--- config.mk ---
export PLATFORM = sky130hd
export DESIGN_NAME = alu_muldiv
export DESIGN_NICKNAME = d
export VERILOG_FILES = /design/src/rtl/alu_muldiv.sv
export SDC_FILE = /design/constraint.sdc
export NUM_CORES = 1
export LEC_CHECK = 0
export ABC_AREA = 1
export CELL_PAD_IN_SITES_DETAIL_PLACEMENT = 1
export CELL_PAD_IN_SITES_GLOBAL_PLACEMENT = 1
export CORE_MARGIN = 5
export CORE_UTILIZATION = 42
export DETAILED_ROUTE_END_ITERATION = 8
export PLACE_DENSITY = 0.79
export SYNTH_ARGS = -nofsm -noshare
export SYNTH_HDL_FRONTEND = slang
export SYNTH_SLANG_ARGS = --single-unit
--- constraint.sdc ---
create_clock -name clk -period 3.3 [get_ports clk]
set_input_delay 0.66 -clock clk [delete_from_list [all_inputs] [get_ports clk]]
set_output_delay 0.66 -clock clk [all_outputs]
set_load 0.05 [all_outputs]
--- src/rtl/alu_muldiv.sv ---
// Iterative radix-2 multiply/divide unit: one bit per cycle, HI/LO result via valid/ready.
// Works on operand magnitudes; signs are restored in a single FIX cycle.
module alu_muldiv #(
  parameter int OPR_L = 32,
  parameter int CNT_L = 6
) (
  input  logic             clk,
  input  logic             rst,
  input  logic             in_valid,
  output logic             in_ready,
  input  logic [1:0]       op,
  input  logic [OPR_L-1:0] A,
  input  logic [OPR_L-1:0] B,
  input  logic             flush,
  output logic             out_valid,
  input  logic             out_ready,
  output logic [OPR_L-1:0] hi,
  output logic [OPR_L-1:0] lo,
  output logic             dbz
);
  typedef enum logic [1:0] {S_IDLE, S_RUN, S_FIX, S_DONE} state_t;

  state_t               state_q, state_d;
  logic [1:0]           op_q, op_d;
  logic                 sa_q, sa_d, sb_q, sb_d;
  logic [OPR_L-1:0]     ma_q, ma_d, mb_q, mb_d;
  logic [2*OPR_L-1:0]   acc_q, acc_d;
  logic [CNT_L-1:0]     cnt_q, cnt_d;
  logic [OPR_L-1:0]     hi_q, hi_d, lo_q, lo_d;
  logic                 dbz_q, dbz_d;

  // request-side sign/magnitude extraction (op[0]=1 means unsigned)
  logic             sa_in, sb_in;
  logic [OPR_L-1:0] abs_a, abs_b;
  assign sa_in = ~op[0] & A[OPR_L-1];
  assign sb_in = ~op[0] & B[OPR_L-1];
  assign abs_a = sa_in ? (~A + 1'b1) : A;
  assign abs_b = sb_in ? (~B + 1'b1) : B;

  // multiply: acc = {partial product, remaining multiplier bits}
  logic [OPR_L:0]     mul_sum;
  logic [2*OPR_L-1:0] mul_nxt;
  assign mul_sum = {1'b0, acc_q[2*OPR_L-1:OPR_L]} + (acc_q[0] ? {1'b0, ma_q} : {(OPR_L+1){1'b0}});
  assign mul_nxt = {mul_sum, acc_q[OPR_L-1:1]};

  // divide: acc = {remainder, dividend/quotient}; shifted remainder needs OPR_L+1 bits
  logic [OPR_L:0]     rem_sh, div_diff;
  logic               div_ok;
  logic [2*OPR_L-1:0] div_nxt;
  assign rem_sh   = acc_q[2*OPR_L-1:OPR_L-1];
  assign div_diff = rem_sh - {1'b0, mb_q};
  assign div_ok   = ~div_diff[OPR_L];
  assign div_nxt  = {div_ok ? div_diff[OPR_L-1:0] : rem_sh[OPR_L-1:0], acc_q[OPR_L-2:0], div_ok};

  // sign fix-up; the original dividend is rebuilt from sign+magnitude for divide-by-zero
  logic               sgn_op, q_neg, r_neg, is_dbz;
  logic [2*OPR_L-1:0] prod_fix;
  logic [OPR_L-1:0]   quo_raw, rem_raw, quo_fix, rem_fix, a_orig;
  assign sgn_op   = ~op_q[0];
  assign q_neg    = sgn_op & (sa_q ^ sb_q);
  assign r_neg    = sgn_op & sa_q;
  assign prod_fix = q_neg ? (~acc_q + 1'b1) : acc_q;
  assign quo_raw  = acc_q[OPR_L-1:0];
  assign rem_raw  = acc_q[2*OPR_L-1:OPR_L];
  assign quo_fix  = q_neg ? (~quo_raw + 1'b1) : quo_raw;
  assign rem_fix  = r_neg ? (~rem_raw + 1'b1) : rem_raw;
  assign a_orig   = sa_q ? (~ma_q + 1'b1) : ma_q;
  assign is_dbz   = op_q[1] & (mb_q == '0);

  always_comb begin
    state_d = state_q;
    op_d    = op_q;
    sa_d    = sa_q;
    sb_d    = sb_q;
    ma_d    = ma_q;
    mb_d    = mb_q;
    acc_d   = acc_q;
    cnt_d   = cnt_q;
    hi_d    = hi_q;
    lo_d    = lo_q;
    dbz_d   = dbz_q;
    if (flush) begin
      state_d = S_IDLE;
    end else begin
      case (state_q)
        S_IDLE: if (in_valid) begin
          op_d    = op;
          sa_d    = sa_in;
          sb_d    = sb_in;
          ma_d    = abs_a;
          mb_d    = abs_b;
          acc_d   = {{OPR_L{1'b0}}, (op[1] ? abs_a : abs_b)};
          cnt_d   = CNT_L'(OPR_L);
          state_d = (op[1] && B == '0) ? S_FIX : S_RUN;
        end
        S_RUN: begin
          cnt_d = cnt_q - 1'b1;
          acc_d = op_q[1] ? div_nxt : mul_nxt;
          if (cnt_q == CNT_L'(1)) state_d = S_FIX;
        end
        S_FIX: begin
          dbz_d   = is_dbz;
          state_d = S_DONE;
          if (is_dbz) begin
            hi_d = a_orig;
            lo_d = '1;
          end else if (op_q[1]) begin
            hi_d = rem_fix;
            lo_d = quo_fix;
          end else begin
            hi_d = prod_fix[2*OPR_L-1:OPR_L];
            lo_d = prod_fix[OPR_L-1:0];
          end
        end
        S_DONE: if (out_ready) state_d = S_IDLE;
        default: state_d = S_IDLE;
      endcase
    end
  end

  always_ff @(posedge clk or negedge rst) begin
    if (!rst) begin
      state_q <= S_IDLE;
      op_q    <= '0;
      sa_q    <= 1'b0;
      sb_q    <= 1'b0;
      ma_q    <= '0;
      mb_q    <= '0;
      acc_q   <= '0;
      cnt_q   <= '0;
      hi_q    <= '0;
      lo_q    <= '0;
      dbz_q   <= 1'b0;
    end else begin
      state_q <= state_d;
      op_q    <= op_d;
      sa_q    <= sa_d;
      sb_q    <= sb_d;
      ma_q    <= ma_d;
      mb_q    <= mb_d;
      acc_q   <= acc_d;
      cnt_q   <= cnt_d;
      hi_q    <= hi_d;
      lo_q    <= lo_d;
      dbz_q   <= dbz_d;
    end
  end

  assign in_ready  = (state_q == S_IDLE);
  assign out_valid = (state_q == S_DONE);
  assign hi        = hi_q;
  assign lo        = lo_q;
  assign dbz       = dbz_q;
endmodule

Word level (Yosys, flattened, before mapping)
Cells that the tools add are included.
- add/sub/neg operators: 9
- equality and inequality tests: 8
- mux-type cells: 24
- bitwise operators: 16
- reductions and logical operators: 9
- operators by type and width (cell ; number):
    $mux 32 ; 12
    $mux 64 ; 3
    $add 32x1->32 const B ; 5
    $not 32->32 ; 5
    $pmux 64 s2 ; 1
    $add 64x1->64 const B ; 1
    $logic_not 32->1 ; 2
    $not 64->64 ; 1
    $add 32x32->33 ; 1
    $sub 33x32->33 ; 1
    $pmux 6 s2 ; 1
    $mux 2 ; 5
    $reduce_and 3->1 ; 3
    $pmux 2 s4 ; 1
    $eq 6x1->1 const B ; 1
    $mux 6 ; 1
    $ne 3x2->1 const B ; 2
    $sub 6x1->6 const B ; 1
    $and 1x1->1 ; 5
    $eq 2x2->1 const B ; 2
    $not 1->1 ; 4
    $ne 3x3->1 const B ; 1
    $eq 2x1->1 const B ; 1
    $logic_not 2->1 ; 1
    other kinds (5) ; 5
- flip-flop bits (word level): 205
- bits of input ports: 71
- logic and storage cells: 77

Depth between registers and ports, before layout
- depth in word-level cells: 6
- depth in mapped cells: 22
- mapped depth without buffers: 20

Worst setup path before layout
No wires, ideal clock.
- kind: reg2reg
- start: register acc_q[0]
- end: register acc_q[61]
- data arrival time: 2403 ps
- required time: 3183 ps
- path slack: 780 ps
- cell stages (with the launch flop): 22
- path buffers: 2
- cells stage by stage: dfrtp_1 buf_6 clkbuf_1 nand2_1 inv_1 ha_1 inv_1 fa_1 inv_1 nand3_1 nand3_1 nand2_1 nand2_1 nand2_1 nand2_1 nand2_1 nand3_1 nand3_1 nand2_1 inv_1 nand2_1 nand2_1
- longest elaborated chain between the ends: 4
- RTL lines (item ; line ; RTL):
    start: declaration ; 27 ; logic [2*OPR_L-1:0] acc_q, acc_d;
    start signal: assignment ; 129 ; acc_q <= '0;
    start signal: assignment ; 141 ; acc_q <= acc_d;
    $mux 32 ; 43 ; assign mul_sum = {1'b0, acc_q[2*OPR_L-1:OPR_L]} + (acc_q[0] ? {1'b0, ma_q} : {(OPR_L+1){1'b0}});
    $add 32x32->33 ; 43 ;
    $mux 64 ; 98 ; acc_d = op_q[1] ? div_nxt : mul_nxt;
    $pmux 64 s2 ; 85 ; case (state_q)
No other way between the ends.
A chain may end at the register's enable or synchronous reset.

Worst setup path in the final report
- start: register acc_q[31]
- end: register acc_q[32]
- longest elaborated chain between the ends: 4
- RTL lines (item ; line ; RTL):
    $sub 33x32->33 ; 51 ; assign div_diff = rem_sh - {1'b0, mb_q};
    $mux 32 * ; 53 ; assign div_nxt = {div_ok ? div_diff[OPR_L-1:0] : rem_sh[OPR_L-1:0], acc_q[OPR_L-2:0], div_ok};
    $mux 64 * ; 98 ;
    $pmux 64 s2 * ; 85 ;
Every way passes the cells marked *; elsewhere a longest branch is shown, timed or not.

==> impl_results.md <==
- Post-CTS setup buffers: 0
- FF+latch count, synth: 205
- EDFF count, synth: 0
- Nets: 3807
- Finished Cell Area: 0.0237 mm²
- Flop pwr share: 19.7%
- I/O pin count: 138
- Synth unique cells: 51
- Synth Flop Type: dfrtp_1
- Initial antenna violation count: 3
- Clock latency on the worst-skew pair: 590 ps
- Status: complete, no violations
- Setup Skew: 19.3 ps
- Routed length per instance: 22.7 µm
- Vias in the first global route: 25200
- Max-cap violation count: 0
- Peak supply drop: 0.692 mV
- Total grt overflow: 0
- DR vias/cell: 5.72
- Fin. Hold Viols: 0
- List of most frequent post-synthesis cells: nand2_1, inv_1, nor2_1
- Worst-path clk slew: 70 ps
- Share of the synthesized area in the top cell type: 25.1%
- Port-buffer cells: 137
- Internal: 11100 µW
- Top cell type by total area after synthesis: dfrtp_1
- Comb pwr share: 68.4%
- Relative slew slack: 31.3%
- Vias: 24600
- Net Sw Power: 15700 µW
- TritonRoute pass-1 iters: 5
- First-pass GRT wire length: 148 mm
- HP Class: in -> async
- Die X: 231 µm
- Fin. max-slew vios: 0
- Total GRT Usage: 35.6%
- CTS Buf Count: 26
- # DRC: 0
- Post-Syn Instances: 3522
- Die area: 0.0532 mm²
- Area added between synthesis and finish: 15.8%
- Share of cells above drive strength 1: 4.76%
- FMAX: 326 MHz
- Starting density of the core: 42.6%
- Setup TNS: 0 ps
- Final core utilization: 49.4%
- Seq/Total Area, Yosys: 25.1%
- PwrDens: 1140 mW/mm²
- Placed Cells: 4246
- Initial DRC count: 1844
- CTS Sinks: 205
- GP Congestion: 1.03
- Endpoints failing setup: 0
- Routed WL: 97.3 mm
- Post-Syn Area: 0.0204 mm²
- Post-Layout Cell Count: 4295
- Unrepaired setup endpoints after global routing: false
- Most common cell in the netlist: nand2_1
- CTS max path bufs: 3
- P_leak: 0.0125 µW
- Min Tclk post-route: 3070 ps
- Total core area: 0.0479 mm²
- CTS tree: done
- Tcrit/Tclk final: 92.9%
- Critical path class: reg -> reg
- Total Power: 26900 µW
- Pin count of the biggest net entering global routing: 102
- Post-synth ARST share: 100%
- Detailed placement HPWL: 79.3 mm
- Yosys warnings: 0
- Slew @ Worst Pin: 1030 ps
- Root buffer cell: clkbuf_16
- Detail Route Antenna Nets: 0
- Startpoint types: flop
- Crit Path Max Fanout: 18
- Area post-placement: 0.0227 mm²
- Nature of the critical path endpoint: flop
- Mapped Nets: 3670
- H-tree lvl count: 1
- Switching part of the total: 58.6%
- Die height: 231 µm
- Top cells by area in the synthesized netlist: dfrtp_1, nand2_1, inv_1, nand3_1, nor2_1
- Worst Path Required: 3760 ps
- Avg Inst Size Synth: 5.80 µm²
- Clk pwr share: 11.9%
- Arr. time, crit path: 3530 ps
- Num rows: 80
[sequential cells by signal, summed over array words and instances, names as in the netlist]
name and flops:
sb_q 1, ma_q 32, acc_q 64, hi 32, op_q 2, cnt_q 6, lo 32, dbz 1
sa_q 1, mb_q 32, state_q 2
[timing repair]
item | 4_1_cts | 5_1_grt
setup endpoints to repair | 0 | 13
resized for setup | 0 | 2
hold buffers | 0 | 0
[per-layer routing]
metal  up-vias  global-route usage [%]  share of wire, %
li1      11500                       -                 -
met2       863                    57.9                45
met4         6                    17.1               5.9
met3       233                    7.84               7.3
met1     12000                    45.2                41
met5         -                       0             0.042
[stage by stage]
stage	worst slack (ps)	hold slack, ps
after floorplan	780	364
after global placement	225	479
after detailed placement	135	486
after CTS	92.2	45.6
after global routing	37.3	45.9
final	233	5.35
[cell usage in the layout, fill, tap and decap left out, drive strengths merged, types with 5 or more instances in the layout]
cell and n:
nand2 1066, inv 534, nor2 486, nand3 379
dfrtp 205, a21oi 189, o21ai 167, clkdlybuf4s50 136
buf 82, ha 75, a31oi 57, xor2 56
nand4 46, nor3 33, clkbuf 31, xnor2 20
o211ai 17, or2 16, nand3b 14, o21bai 12
clkinv 8, a21o 7, o22ai 7, nor4 6
and2 5
[cells by family (layout without fill, tap and decap cells)]
kind of cell | count (synthesis) | after routing | synth area share, %
AND/OR/NAND/NOR | 2056 | 2056 | 41.9
other | 0 | 1 | 0
buffers and inverters | 640 | 797 | 12.4
AO/OA/AOI/OAI | 468 | 468 | 12.6
flip-flops | 205 | 205 | 25.1
XOR/XNOR | 76 | 76 | 3.26
adder cells (fa/ha/maj) | 77 | 77 | 4.79
[critical path, cell delays in order (launching register included)]
cell	delay, ps
dfrtp_2	450
inv_1	210
ha_1	280
fa_1	410
inv_1	150
nand2_1	80
nand2_1	100
nand3_1	80
nand2_1	150
nand2_1	70
nand2_1	110
nand2_2	90
nand2_2	70
nand2_2	100
buf_4	230
nand3_1	80
nand3_1	110
nand2_1	100
nand2_1	70
[power groups by stage]
stage / Sequential (µW) / Clock [µW] / Combinational [µW]
floorplan: 6090 / 0 / 10500
global placement: 5190 / 0 / 17400
detailed placement: 5270 / 0 / 17900
CTS: 5260 / 3220 / 18100
global route: 5410 / 3330 / 20000
finish: 5310 / 3200 / 18400
[area by class of cell]
cell class	instances	area, µm²
antenna	1	2.50
tap	615	769
inverter	531	1990
sequential	205	5130
multi-input combinational	2677	12800
fill	6677	24300
timing repair buffer	218	2030
clock inverter	17	238
clock buffer	31	699
[path summary, 6_finish.rpt]
check	startpoint	endpoint	slack (ps)	cells after the start
setup / recovery	acc_q[31]$_DFFE_PN0P_	acc_q[32]$_DFFE_PN0P_	230	18
hold / removal	rst	mb_q[8]$_DFFE_PN0P_	5	1
setup reg to reg	acc_q[31]$_DFFE_PN0P_	acc_q[32]$_DFFE_PN0P_	230	18
hold reg to reg	mb_q[14]$_DFFE_PN0P_	mb_q[14]$_DFFE_PN0P_	500	2
max in group asynchronous	rst	lo[10]$_DFFE_PN0P_	2280	2
min in group clk	mb_q[14]$_DFFE_PN0P_	mb_q[14]$_DFFE_PN0P_	500	2
Note: power is estimated with default switching activity, not from simulation.
